--- src/rtl/producer2riscv_pkg.sv ---
// Shared stream parameters for the picorv stream adapters.
//   STREAM_DW       : stream word width used by every channel
//   CHAN_FIFO_DEPTH : default per-channel FIFO depth (power of 2, >= 2)
package producer2riscv_pkg;

    localparam int unsigned STREAM_DW       = 32;
    localparam int unsigned CHAN_FIFO_DEPTH = 4;

    // True when d is a power of two and at least 2; usable in elaboration checks.
    function automatic bit depth_ok(input int unsigned d);
        return (d >= 2) && ((d & (d - 1)) == 0);
    endfunction

endpackage

--- src/rtl/producer2riscv_ram.sv ---
// Simple dual-port register array for the producer2riscv FIFO.
//   clk     : write clock
//   wr_en   : write strobe (one word per edge)
//   wr_addr : write address
//   wr_data : write data
//   rd_addr : asynchronous read address
//   rd_data : asynchronous read data
// Contents are deliberately not reset.
module producer2riscv_ram #(
    parameter int unsigned DATA_WIDTH = 32,
    parameter int unsigned DEPTH      = 4,
    localparam int unsigned ADDR_W    = $clog2(DEPTH)
) (
    input  logic                  clk,
    input  logic                  wr_en,
    input  logic [ADDR_W-1:0]     wr_addr,
    input  logic [DATA_WIDTH-1:0] wr_data,
    input  logic [ADDR_W-1:0]     rd_addr,
    output logic [DATA_WIDTH-1:0] rd_data
);

    logic [DATA_WIDTH-1:0] mem [DEPTH];

    always_ff @(posedge clk) begin
        if (wr_en) begin
            mem[wr_addr] <= wr_data;
        end
    end

    assign rd_data = mem[rd_addr];

endmodule

--- src/rtl/producer2riscv.sv ---
// Inbound stream adapter: producer valid/ready port -> CPU input channel.
// First-word-fall-through FIFO of DEPTH words with a registered head word.
//   clk            : clock, rising edge
//   resetn         : asynchronous active-low reset
//   din            : word from the producer
//   val_in         : din valid
//   ready_upward   : FIFO can accept a word (not full)
//   dout           : head-of-FIFO word (last popped word, or 0, when empty)
//   val_out        : dout holds an unread word
//   ready_downward : CPU pops the head word this cycle
//   count          : occupancy, 0..DEPTH
module producer2riscv
    import producer2riscv_pkg::*;
#(
    parameter int unsigned DATA_WIDTH = STREAM_DW,
    parameter int unsigned DEPTH      = CHAN_FIFO_DEPTH,
    localparam int unsigned ADDR_W    = $clog2(DEPTH)
) (
    input  logic                  clk,
    input  logic                  resetn,
    input  logic [DATA_WIDTH-1:0] din,
    input  logic                  val_in,
    output logic                  ready_upward,
    output logic [DATA_WIDTH-1:0] dout,
    output logic                  val_out,
    input  logic                  ready_downward,
    output logic [ADDR_W:0]       count
);

    localparam logic [ADDR_W:0] FULL_CNT = (ADDR_W + 1)'(DEPTH);

    logic [ADDR_W-1:0]     wr_ptr_q, wr_ptr_d;
    logic [ADDR_W-1:0]     rd_ptr_q, rd_ptr_d;
    logic [ADDR_W:0]       count_q,  count_d;
    logic [DATA_WIDTH-1:0] dout_q,   dout_d;
    logic [DATA_WIDTH-1:0] ram_rd;
    logic                  push, pop;
    logic                  head_from_din;

    // Handshake decodes come only from registered count, so neither ready
    // depends combinationally on the opposite side.
    assign ready_upward = (count_q != FULL_CNT);
    assign val_out      = (count_q != '0);
    assign push         = val_in && ready_upward;
    assign pop          = val_out && ready_downward;

    assign dout  = dout_q;
    assign count = count_q;

    // The RAM is read at the post-pop pointer so the head register can be
    // loaded with the word that becomes oldest after this edge.
    producer2riscv_ram #(
        .DATA_WIDTH (DATA_WIDTH),
        .DEPTH      (DEPTH)
    ) u_ram (
        .clk     (clk),
        .wr_en   (push),
        .wr_addr (wr_ptr_q),
        .wr_data (din),
        .rd_addr (rd_ptr_d),
        .rd_data (ram_rd)
    );

    always_comb begin
        wr_ptr_d = wr_ptr_q + ADDR_W'(push);
        rd_ptr_d = rd_ptr_q + ADDR_W'(pop);

        count_d = count_q;
        case ({push, pop})
            2'b10:   count_d = count_q + 1'b1;
            2'b01:   count_d = count_q - 1'b1;
            default: count_d = count_q;
        endcase

        // The incoming word becomes the head when nothing older survives this
        // edge; it is not yet in the RAM, so bypass din.
        head_from_din = push && ((count_q == '0) || ((count_q == 1) && pop));

        dout_d = dout_q;
        if (head_from_din) begin
            dout_d = din;
        end else if (count_d != '0) begin
            dout_d = ram_rd;
        end
    end

    always_ff @(posedge clk or negedge resetn) begin
        if (!resetn) begin
            wr_ptr_q <= '0;
            rd_ptr_q <= '0;
            count_q  <= '0;
            dout_q   <= '0;
        end else begin
            wr_ptr_q <= wr_ptr_d;
            rd_ptr_q <= rd_ptr_d;
            count_q  <= count_d;
            dout_q   <= dout_d;
        end
    end

endmodule
--- config.mk ---
export PLATFORM = sky130hd
export DESIGN_NAME = producer2riscv
export DESIGN_NICKNAME = d
export VERILOG_FILES = /design/src/rtl/producer2riscv_pkg.sv /design/src/rtl/producer2riscv_ram.sv /design/src/rtl/producer2riscv.sv
export SDC_FILE = /design/constraint.sdc
export NUM_CORES = 1
export LEC_CHECK = 0
export BUFFER_PORTS_ARGS = -buffer_cell sky130_fd_sc_hd__buf_2
export CAP_MARGIN = 20
export CORE_UTILIZATION = 35
export CTS_BUF_LIST = sky130_fd_sc_hd__clkbuf_4 sky130_fd_sc_hd__clkbuf_8
export DETAILED_ROUTE_END_ITERATION = 6
export MAX_ROUTING_LAYER = met4
export PLACE_DENSITY = 0.56
export SYNTH_ARGS = -nofsm -noshare
export SYNTH_HDL_FRONTEND = slang
export SYNTH_SLANG_ARGS = --single-unit
--- constraint.sdc ---
create_clock -name clk -period 4.67 [get_ports clk]
set_input_delay 0.934 -clock clk [delete_from_list [all_inputs] [get_ports clk]]
set_output_delay 0.934 -clock clk [all_outputs]
set_load 0.005 [all_outputs]
==> flow_summary.ini, run 1 <==
[placed_design]
post_dp_cell_area_um2 = 7480
dp_cells = 644
portBuffers = 72
hpwl_um = 7630
routabilityCongestion = 0.710
dp_slack_ns = 1.12

[timing]
whs_ns = 0.437
max_slew_margin_pct = 33.9
finalCritPeriodShare_pct = 69.8
rsz0062_at_grt = false
fin_skew_ns = 0.00957
finalSetupViolCount = 0
worstMarginPinSlew_ns = 0.991
setup_tns_ns = 0
hold_violations = 0
slew_viol_final = 0
fmax_mhz = 307
period_minus_slack_ns = 3.26
fin_ws_ns = 1.41

[clock_network]
cts_tree = yes
cts_resized = 0
cts_buffer_depth = 2
post_cts_buffers = 0
clock_sinks = 167
htreeDepth = 4
root_buffer = clkbuf_8
hold_buffers = 0
worstSkewPairLatency_ns = 0.45
path_clk_slew_ns = 0.09
cts_made_buffers = 17

[worst_setup_path]
worstPathArrival_ns = 3.60
cp-startpoint = count[1]
r2r_start = count[1]
crit_type = flip-flop to flip-flop
slowest_delay_ns = 0.86
path_max_fanout = 32
crit_slowest_cell = or4_4
start_kind = flip-flop
cp_cell_sequence = inv_1 > ha_1 > nand2_1 > nand2_1 > inv_1 > ha_1 > o31a_1 > or4_4 > mux2_1
critPathRequiredTime_ns = 5.01
end_kind = flip-flop

[layout]
area_growth_pct = 16.5
final_util_pct = 41.9
fin_cells = 678
fin_nets = 449
drive_gt1_share_pct = 50.8
fin_area_um2 = 7920

[route]
ant_nets = 0
first_pass_iters = 4
vias = 3227
wl_per_cell_um = 18.8
drt_iter0_drc = 178
drcViolationCount = 0
viasPerCell = 4.76
wl_um = 12800

[logic_synthesis]
synth_cell_types = 29
ys_ff_latch = 167
async_reset_ff_share_pct = 23.4
synth-edff-count = 128
ys.flop_type = edfxtp_1
syn_inst = 320
syn_area_um2 = 6800
yosys_warnings = 0
synth_nets = 365
yosysSeqAreaShare_pct = 70.9
syn_avg_cell_area_um2 = 21.2

[power_and_ir_drop]
p_int_mw = 4.08
p_leak_nw = 2.94
peakVddDrop_v = 0.000426
power_density_nw_per_um2 = 746
p_switching_mw = 1.83
pwr-share-comb_pct = 44.5
p_seq_share_pct = 37.4
clkPwrFrac_pct = 18.0
swShare_pct = 30.9
power.total_mw = 5.91

[die]
rows = 50
coreArea_um2 = 18900
start_util_pct = 36.0
dieArea_um2 = 20000
die_w_um = 141
die_h_um = 141
io_pins = 73

[run]
maxCapViolations = 0

[grt]
grt_pass1_vias = 3428
grt_max_degree = 40
antenna_found_initial = 1
grt_pass1_wl_um = 19600
grt_usage_pct = 14.0
gr-total-overflow = 0

[status]
status = finished clean

[min_path]
hold_path_class = primary input to async pin
power by group through the flow:
stage          combinational, mW  clock, mW  sequential (mW)
3_3_place_gp                2.65          0             2.23
5_1_grt                     2.85       1.16             2.25
4_1_cts                     2.70       1.10             2.22
2_1_floorplan               2.13          0             2.23
3_5_place_dp                2.69          0             2.25
6_report                    2.63       1.07             2.21
cell families after synthesis:
kind of cell	synth area share, %
simple gates	1.62
xor+xnor	0.258
compound gates	0.589
flops	70.9
buf+inv	1.93
mux	23.0
fa+ha+maj	1.66
critical path: cells and delay by family (launching register included):
family	cells	cell delay [ns]
compound gates	1	0.33
fa+ha+maj	2	0.55
buf+inv	2	0.25
flops	1	0.43
mux	1	0.43
simple gates	3	1.14
layout by cell type (no fill, tap or decap), drive strengths merged, types with 3 or more instances in the layout:
master,netlist,routed
ha,9,9
edfxtp,128,128
inv,4,10
clkbuf,8,18
clkinvlp,0,3
mux2,64,64
nand2,6,6
or2,3,3
mux4,32,32
buf,7,80
dfrtp,39,39
clkinv,0,3
synthesized netlist by cell type, types with 2 or more instances:
cell | n | area, µm²
edfxtp_1 | 128 | 3840
dfrtp_1 | 39 | 976
mux4_2 | 32 | 721
mux2_2 | 30 | 338
mux2_4 | 30 | 450
ha_1 | 9 | 113
clkbuf_1 | 8 | 30.0
nand2_1 | 6 | 22.5
inv_1 | 4 | 15.0
mux2_1 | 4 | 45.0
buf_12 | 3 | 60.1
buf_2 | 3 | 15.0
or2_1 | 3 | 18.8
nand2b_1 | 2 | 12.5
nor2_1 | 2 | 7.51
nor3_1 | 2 | 10.0
o21ai_0 | 2 | 10.0
xor2_1 | 2 | 17.5
per-layer routing:
layer	part of all wire, %	track usage (%)	up-vias
li1	-	-	1446
met1	47	18.2	1704
met2	48	21.4	63
met3	3.8	3.34	14
met4	1.2	5.32	0
met5	0	-	-
path summary, 6_finish.rpt:
kind | cells past startpoint | slack, ns | endpoint
setup / recovery | 9 | 1.41 | dout[14]
hold / removal | 1 | 0.44 | dout[10]
setup reg to reg | 9 | 1.41 | dout[14]
hold reg to reg | 1 | 0.51 | dout[18]
max in group asynchronous | 2 | 3.70 | dout[16]
min in group clk | 1 | 0.51 | dout[18]
sequential cells by signal, summed over array words and instances (netlist names):
name	count
u_ram.mem	128
rd_ptr_q	2
count	3
dout	32
wr_ptr_q	2
final cells by class:
class	count	area [µm²]
antenna	1	2.50
clock inverter	14	164
sequential	167	4820
clock buffer	18	248
timing repair buffer	80	458
multi-input combinational	134	1880
inverter	4	15.0
fill	1725	11000
tap	260	325
(Power assumes the default switching activity.)
==> run 2, diff against run 1 <==
==> constraint.sdc (replaced) <==
create_clock -name clk -period 3.3 [get_ports clk]
set_input_delay 0.66 -clock clk [delete_from_list [all_inputs] [get_ports clk]]
set_output_delay 0.66 -clock clk [all_outputs]
set_load 0.005 [all_outputs]
==> run 2 against run 1 <==
Clock power grew 47%. Flip-flop and latch count is the same. Wire length grew 0.42%. Die area is the same. Final cell count grew 1.2%. Sequential power grew 41%. Non-clock buffer count grew 8. Sequential share of layout area shrank 0.87 points. Critical path depth grew 1. Critical path type unchanged. Largest power group unchanged.
==> flow_summary.ini, run 2 (same netlist as run 1, synthesis figures left out) <==
[worst_setup_path]
cp-startpoint = count[0]
end_kind = flip-flop
r2r_start = count[0]
worst_setup_path_endpoint = dout[14]
slowest_delay_ns = 0.88
cp.depth = 10
path_max_fanout = 32
cp_cell_sequence = inv_1 > ha_1 > nand2_1 > nand2_1 > inv_1 > ha_2 > or2_1 > o221ai_1 > or4_4 > mux2_1
r2r_cells = 10
crit_slowest_cell = or4_4
worstPathArrival_ns = 3.41
critPathRequiredTime_ns = 3.64
path_buf_inv = 2
reg2reg_slack_ns = 0.23
critical-path-top-delay-family = simple AND/OR/NAND/NOR gates
crit_type = flip-flop to flip-flop
start_kind = flip-flop
r2r_end = dout[14]

[grt]
grt_usage_pct = 14.5
grt_pass1_vias = 3465
antenna_found_initial = 1
grt_max_degree = 40
gr-total-overflow = 0
grt_pass1_wl_um = 20100

[layout]
seq_area_um2 = 4820
final_cell_mix = edfxtp_1, buf_2, dfrtp_1, mux4_2
fin_area_um2 = 8030
multiInputGateArea_um2 = 1900
final_util_pct = 42.5
area_growth_pct = 18.2
fin_nets = 457
final_common_cell = edfxtp_1
drive_gt1_share_pct = 51.8
top_register = u_ram.mem
largest_register_ffs = 128
n_fill_cell = 1720

[run]
maxCapViolations = 0

[power_and_ir_drop]
p_leak_nw = 3.00
p_switching_mw = 2.54
pwr-share-comb_pct = 45.2
peakVddDrop_v = 0.000596
clkPwrFrac_pct = 18.3
swShare_pct = 29.7
p_seq_share_pct = 36.5
p_int_mw = 6.02
power_density_nw_per_um2 = 1070

[die]
io_pins = 73
coreArea_um2 = 18900
rows = 50
die_h_um = 141
start_util_pct = 36.0
die_w_um = 141
dieArea_um2 = 20000

[placed_design]
post_dp_cell_area_um2 = 7580
hpwl_um = 7780
portBuffers = 72
routabilityCongestion = 0.716

[clock_network]
root_buffer = clkbuf_8
cts_buffer_depth = 2
htreeDepth = 4
cts_made_buffers = 17
cts_tree = yes
clock_sinks = 167
worstSkewPairLatency_ns = 0.45
post_cts_buffers = 0
path_clk_slew_ns = 0.09

[status]
status = finished clean

[timing]
worstMarginPinSlew_ns = 0.707
finalSetupViolCount = 0
slew_viol_final = 0
fmax_mhz = 326
fin_skew_ns = 0.0105
hold_violations = 0
max_slew_margin_pct = 52.9
whs_ns = 0.179
period_minus_slack_ns = 3.07
finalCritPeriodShare_pct = 93.1

[route]
drt_iter0_drc = 202
drcViolationCount = 0
viasPerCell = 4.74
vias = 3249
ant_nets = 0
first_pass_iters = 4
wl_per_cell_um = 18.7
wl_um = 12800

[min_path]
hold_path_class = primary input to async pin
## run 2: cell count changes in the layout (fill, tap and decap cells not counted), moves of 2 or more
cell | before | now
buf_12 | 3 | 5
buf_4 | 5 | 11
inv_6 | 5 | 1
bufinv_16 | 2 | 4
clkinv_2 | 0 | 3
clkbuf_4 | 0 | 2
clkinv_4 | 3 | 0
## run 2: worst min-delay path by stage
stage / start / endpoint / slack [ns] / cells past startpoint
6_report: resetn / dout[9] / 0.18 / 1
5_1_grt: resetn / dout[9] / 0.18 / 1
4_1_cts: din[28] / u_ram.mem[0][28] / 0.38 / 1
3_5_place_dp: dout[14] / dout[14] / 0.47 / 1
3_3_place_gp: dout[13] / dout[13] / 0.47 / 1
2_1_floorplan: resetn / count[0] / 0.36 / 0
## run 2: what timing repair did
| item | CTS | global route |
|---|---|---|
| endpoints found under the setup margin | 0 | 14 |
| hold buffers | 0 | 0 |
| gates resized for setup | 0 | 1 |
## run 2: per-stage QoR
| stage | setup TNS [ns] | worst slack [ns] | power, mW | cells |
|---|---|---|---|---|
| 2_1_floorplan | 0 | 0.413 | 6.16 | 320 |
| 4_1_cts | 0 | 0.141 | 8.75 | 684 |
| 3_5_place_dp | 0 | 0.162 | 7.15 | 652 |
| 5_1_grt | -0.00337 | -0.00227 | 9.11 | 686 |
| 3_3_place_gp | 0 | 0.279 | 7.09 | 652 |
| 6_report | 0 | 0.228 | 8.57 | 686 |
## run 2: per-layer routing
| layer | part of all wire, % | global-route usage [%] |
|---|---|---|
| met5 | 0 | - |
| met4 | 1.1 | 4.63 |
| met3 | 3.7 | 4.42 |
| met2 | 49 | 22.5 |
| met1 | 46 | 18.2 |
## run 2: power groups by stage
stage	combinational (mW)	sequential [mW]	clock (mW)
after global routing	4.22	3.19	1.70
after detailed placement	3.98	3.17	0
final	3.88	3.12	1.57
after floorplan	3.01	3.15	0
after CTS	3.99	3.13	1.63
after global placement	3.94	3.16	0
## run 2: final cells by class
cell class                      instances  share of cell area, %
Sequential cell                       167                   60.0
Tap cell                              260                   4.05
Clock inverter                         13                   2.21
Clock buffer                           19                   3.10
Inverter                                4                  0.187
Timing Repair Buffer                   88                   6.76
Antenna cell                            1                 0.0312
Multi-Input combinational cell        134                   23.6
## run 2: worst reg2reg max path, cell delays in order, from the launching register on
cell      delay [ns]
dfrtp_1         0.44
inv_1           0.10
ha_1            0.19
nand2_1         0.08
nand2_1         0.11
inv_1           0.09
ha_2            0.38
or2_1           0.13
o221ai_1        0.12
or4_4           0.88
mux2_1          0.43
==> run 3, diff against run 2 <==
--- a/config.mk
+++ b/config.mk
@@ -7,11 +7,13 @@
 export LEC_CHECK = 0
 export BUFFER_PORTS_ARGS = -buffer_cell sky130_fd_sc_hd__buf_2
 export CAP_MARGIN = 20
-export CORE_UTILIZATION = 35
+export CELL_PAD_IN_SITES_DETAIL_PLACEMENT = 1
+export CELL_PAD_IN_SITES_GLOBAL_PLACEMENT = 2
+export CORE_UTILIZATION = 45
 export CTS_BUF_LIST = sky130_fd_sc_hd__clkbuf_4 sky130_fd_sc_hd__clkbuf_8
 export DETAILED_ROUTE_END_ITERATION = 6
 export MAX_ROUTING_LAYER = met4
-export PLACE_DENSITY = 0.56
+export PLACE_DENSITY = 0.83
 export SYNTH_ARGS = -nofsm -noshare
 export SYNTH_HDL_FRONTEND = slang
 export SYNTH_SLANG_ARGS = --single-unit
==> run 3 against run 2 <==
The run now ends with design-rule violations left. Sequential power about the same. Total power grew 0.48%. Highest routed layer unchanged. Combinational power barely moved. Cell area decreased by 1.7%. Global-route usage is 4.8 points higher. Via count is 0.71% higher. First-iteration DRC count shrank 13%. Fmax shrank 0.88%. Clock-buffer cell count decreased by 1. Sequential share of layout area increased by 1.0 points. Final cell count shrank 12%.
==> flow_summary.ini, run 3 (same netlist as run 1, synthesis figures left out) <==
[worst_setup_path]
crit_slowest_cell = or4_4
critPathRequiredTime_ns = 3.64
r2r_start = count[0]
cp-startpoint = count[0]
end_kind = flip-flop
worstPathArrival_ns = 3.44
path_max_fanout = 32
cp_cell_sequence = inv_1 > ha_1 > nand2_1 > nand2_1 > buf_4 > ha_1 > and2b_1 > o31a_1 > or4_4 > mux2_1
crit_type = flip-flop to flip-flop
slowest_delay_ns = 0.86
start_kind = flip-flop
r2r_cells = 10

[clock_network]
root_buffer = clkbuf_8
cts_tree = yes
hold_buffers = 0
cts_made_buffers = 17
worstSkewPairLatency_ns = 0.46
cts_buffer_depth = 2
htreeDepth = 4
post_cts_buffers = 0
cts_resized = 0
path_clk_slew_ns = 0.09
clock_sinks = 167

[layout]
largest_register_ffs = 128
fin_nets = 451
top_register = u_ram.mem
fin_cells = 604
final_cell_mix = edfxtp_1, buf_2, dfrtp_1, mux4_2
final_common_cell = edfxtp_1
drive_gt1_share_pct = 50.8
area_growth_pct = 16.2

[placed_design]
hpwl_um = 7910
dp_slack_ns = 0.181
routabilityCongestion = 0.727
dp_cells = 570
portBuffers = 72

[route]
vias = 3272
wl_per_cell_um = 21.6
drcViolationCount = 7
wl_um = 13000
drt_iter0_drc = 175
first_pass_iters = 6
ant_nets = 0
viasPerCell = 5.42

[power_and_ir_drop]
p_leak_nw = 2.98
power.total_mw = 8.61
power_density_nw_per_um2 = 1090
peakVddDrop_v = 0.000555

[grt]
grt_pass1_vias = 3646
antenna_found_initial = 1
gr-total-overflow = 0
grt_pass1_wl_um = 21200
grt_max_degree = 40
grt_usage_pct = 19.3

[die]
die_w_um = 125
die_h_um = 125
start_util_pct = 46.4
coreArea_um2 = 14600
dieArea_um2 = 15600
rows = 44
io_pins = 73

[run]
maxCapViolations = 0

[timing]
whs_ns = 0.130
finalCritPeriodShare_pct = 93.9
setup_tns_ns = 0
fin_ws_ns = 0.201
fin_skew_ns = 0.0131
rsz0062_at_grt = false
worstMarginPinSlew_ns = 0.870
finalSetupViolCount = 0
slew_viol_final = 0
hold_violations = 0
fmax_mhz = 323
max_slew_margin_pct = 42.0
period_minus_slack_ns = 3.10

[status]
status = finished with violations
failed_checks = design-rule violations

[min_path]
hold_path_class = primary input to async pin
-- run 3: cell types whose count changed in the layout (fill, tap and decap cells not counted), moves of 2 or more --
cell	delta
buf_4	-5
clkbuf_4	-2
clkinv_2	-2
clkinv_4	+2
-- run 3: through the flow --
stage	area (µm²)	util [%]
final	7900	53.9
after global routing	7900	53.9
after CTS	7870	53.8
after detailed placement	7430	50.7
after global placement	7430	50.7
after floorplan	6810	-
-- run 3: final cells by class --
class / instances / area, µm²
inverters: 4 / 15.0
well taps: 184 / 230
diodes: 1 / 2.50
repair buffers: 82 / 485
clock inverters: 14 / 198
flip-flops and latches: 167 / 4820
clock buffers: 18 / 248
multi-input cells: 134 / 1900
fillers: 1324 / 6750
-- run 3: worst paths after layout --
kind | slack [ns] | endpoint
max in group asynchronous | 2.66 | dout[17]
setup reg to reg | 0.20 | dout[13]
hold reg to reg | 0.50 | dout[14]
min in group clk | 0.42 | u_ram.mem[3][26]
hold / removal | 0.13 | dout[3]
setup / recovery | 0.20 | dout[13]
-- run 3: critical path: cells and delay by family, from the launching register on --
| kind | cells | cell delay [ns] |
|---|---|---|
| simple gates | 4 | 1.17 |
| fa+ha+maj | 2 | 0.44 |
| flops | 1 | 0.43 |
| mux | 1 | 0.41 |
| buf+inv | 2 | 0.26 |
| compound gates | 1 | 0.26 |
-- run 3: where the power goes --
group	switching [mW]	total (mW)	internal (mW)
Clock	0.759	1.61	0.851
Combinational	1.61	3.85	2.24
Sequential	0.244	3.15	2.90
-- run 3: routing by layer --
metal | vias up | part of all wire, % | GRT usage, %
met1 | 1734 | 43 | 23.6
met2 | 66 | 51 | 31.0
met4 | 0 | 2.0 | 7.96
li1 | 1450 | - | -
met5 | - | 0 | -
met3 | 22 | 3.7 | 4.68
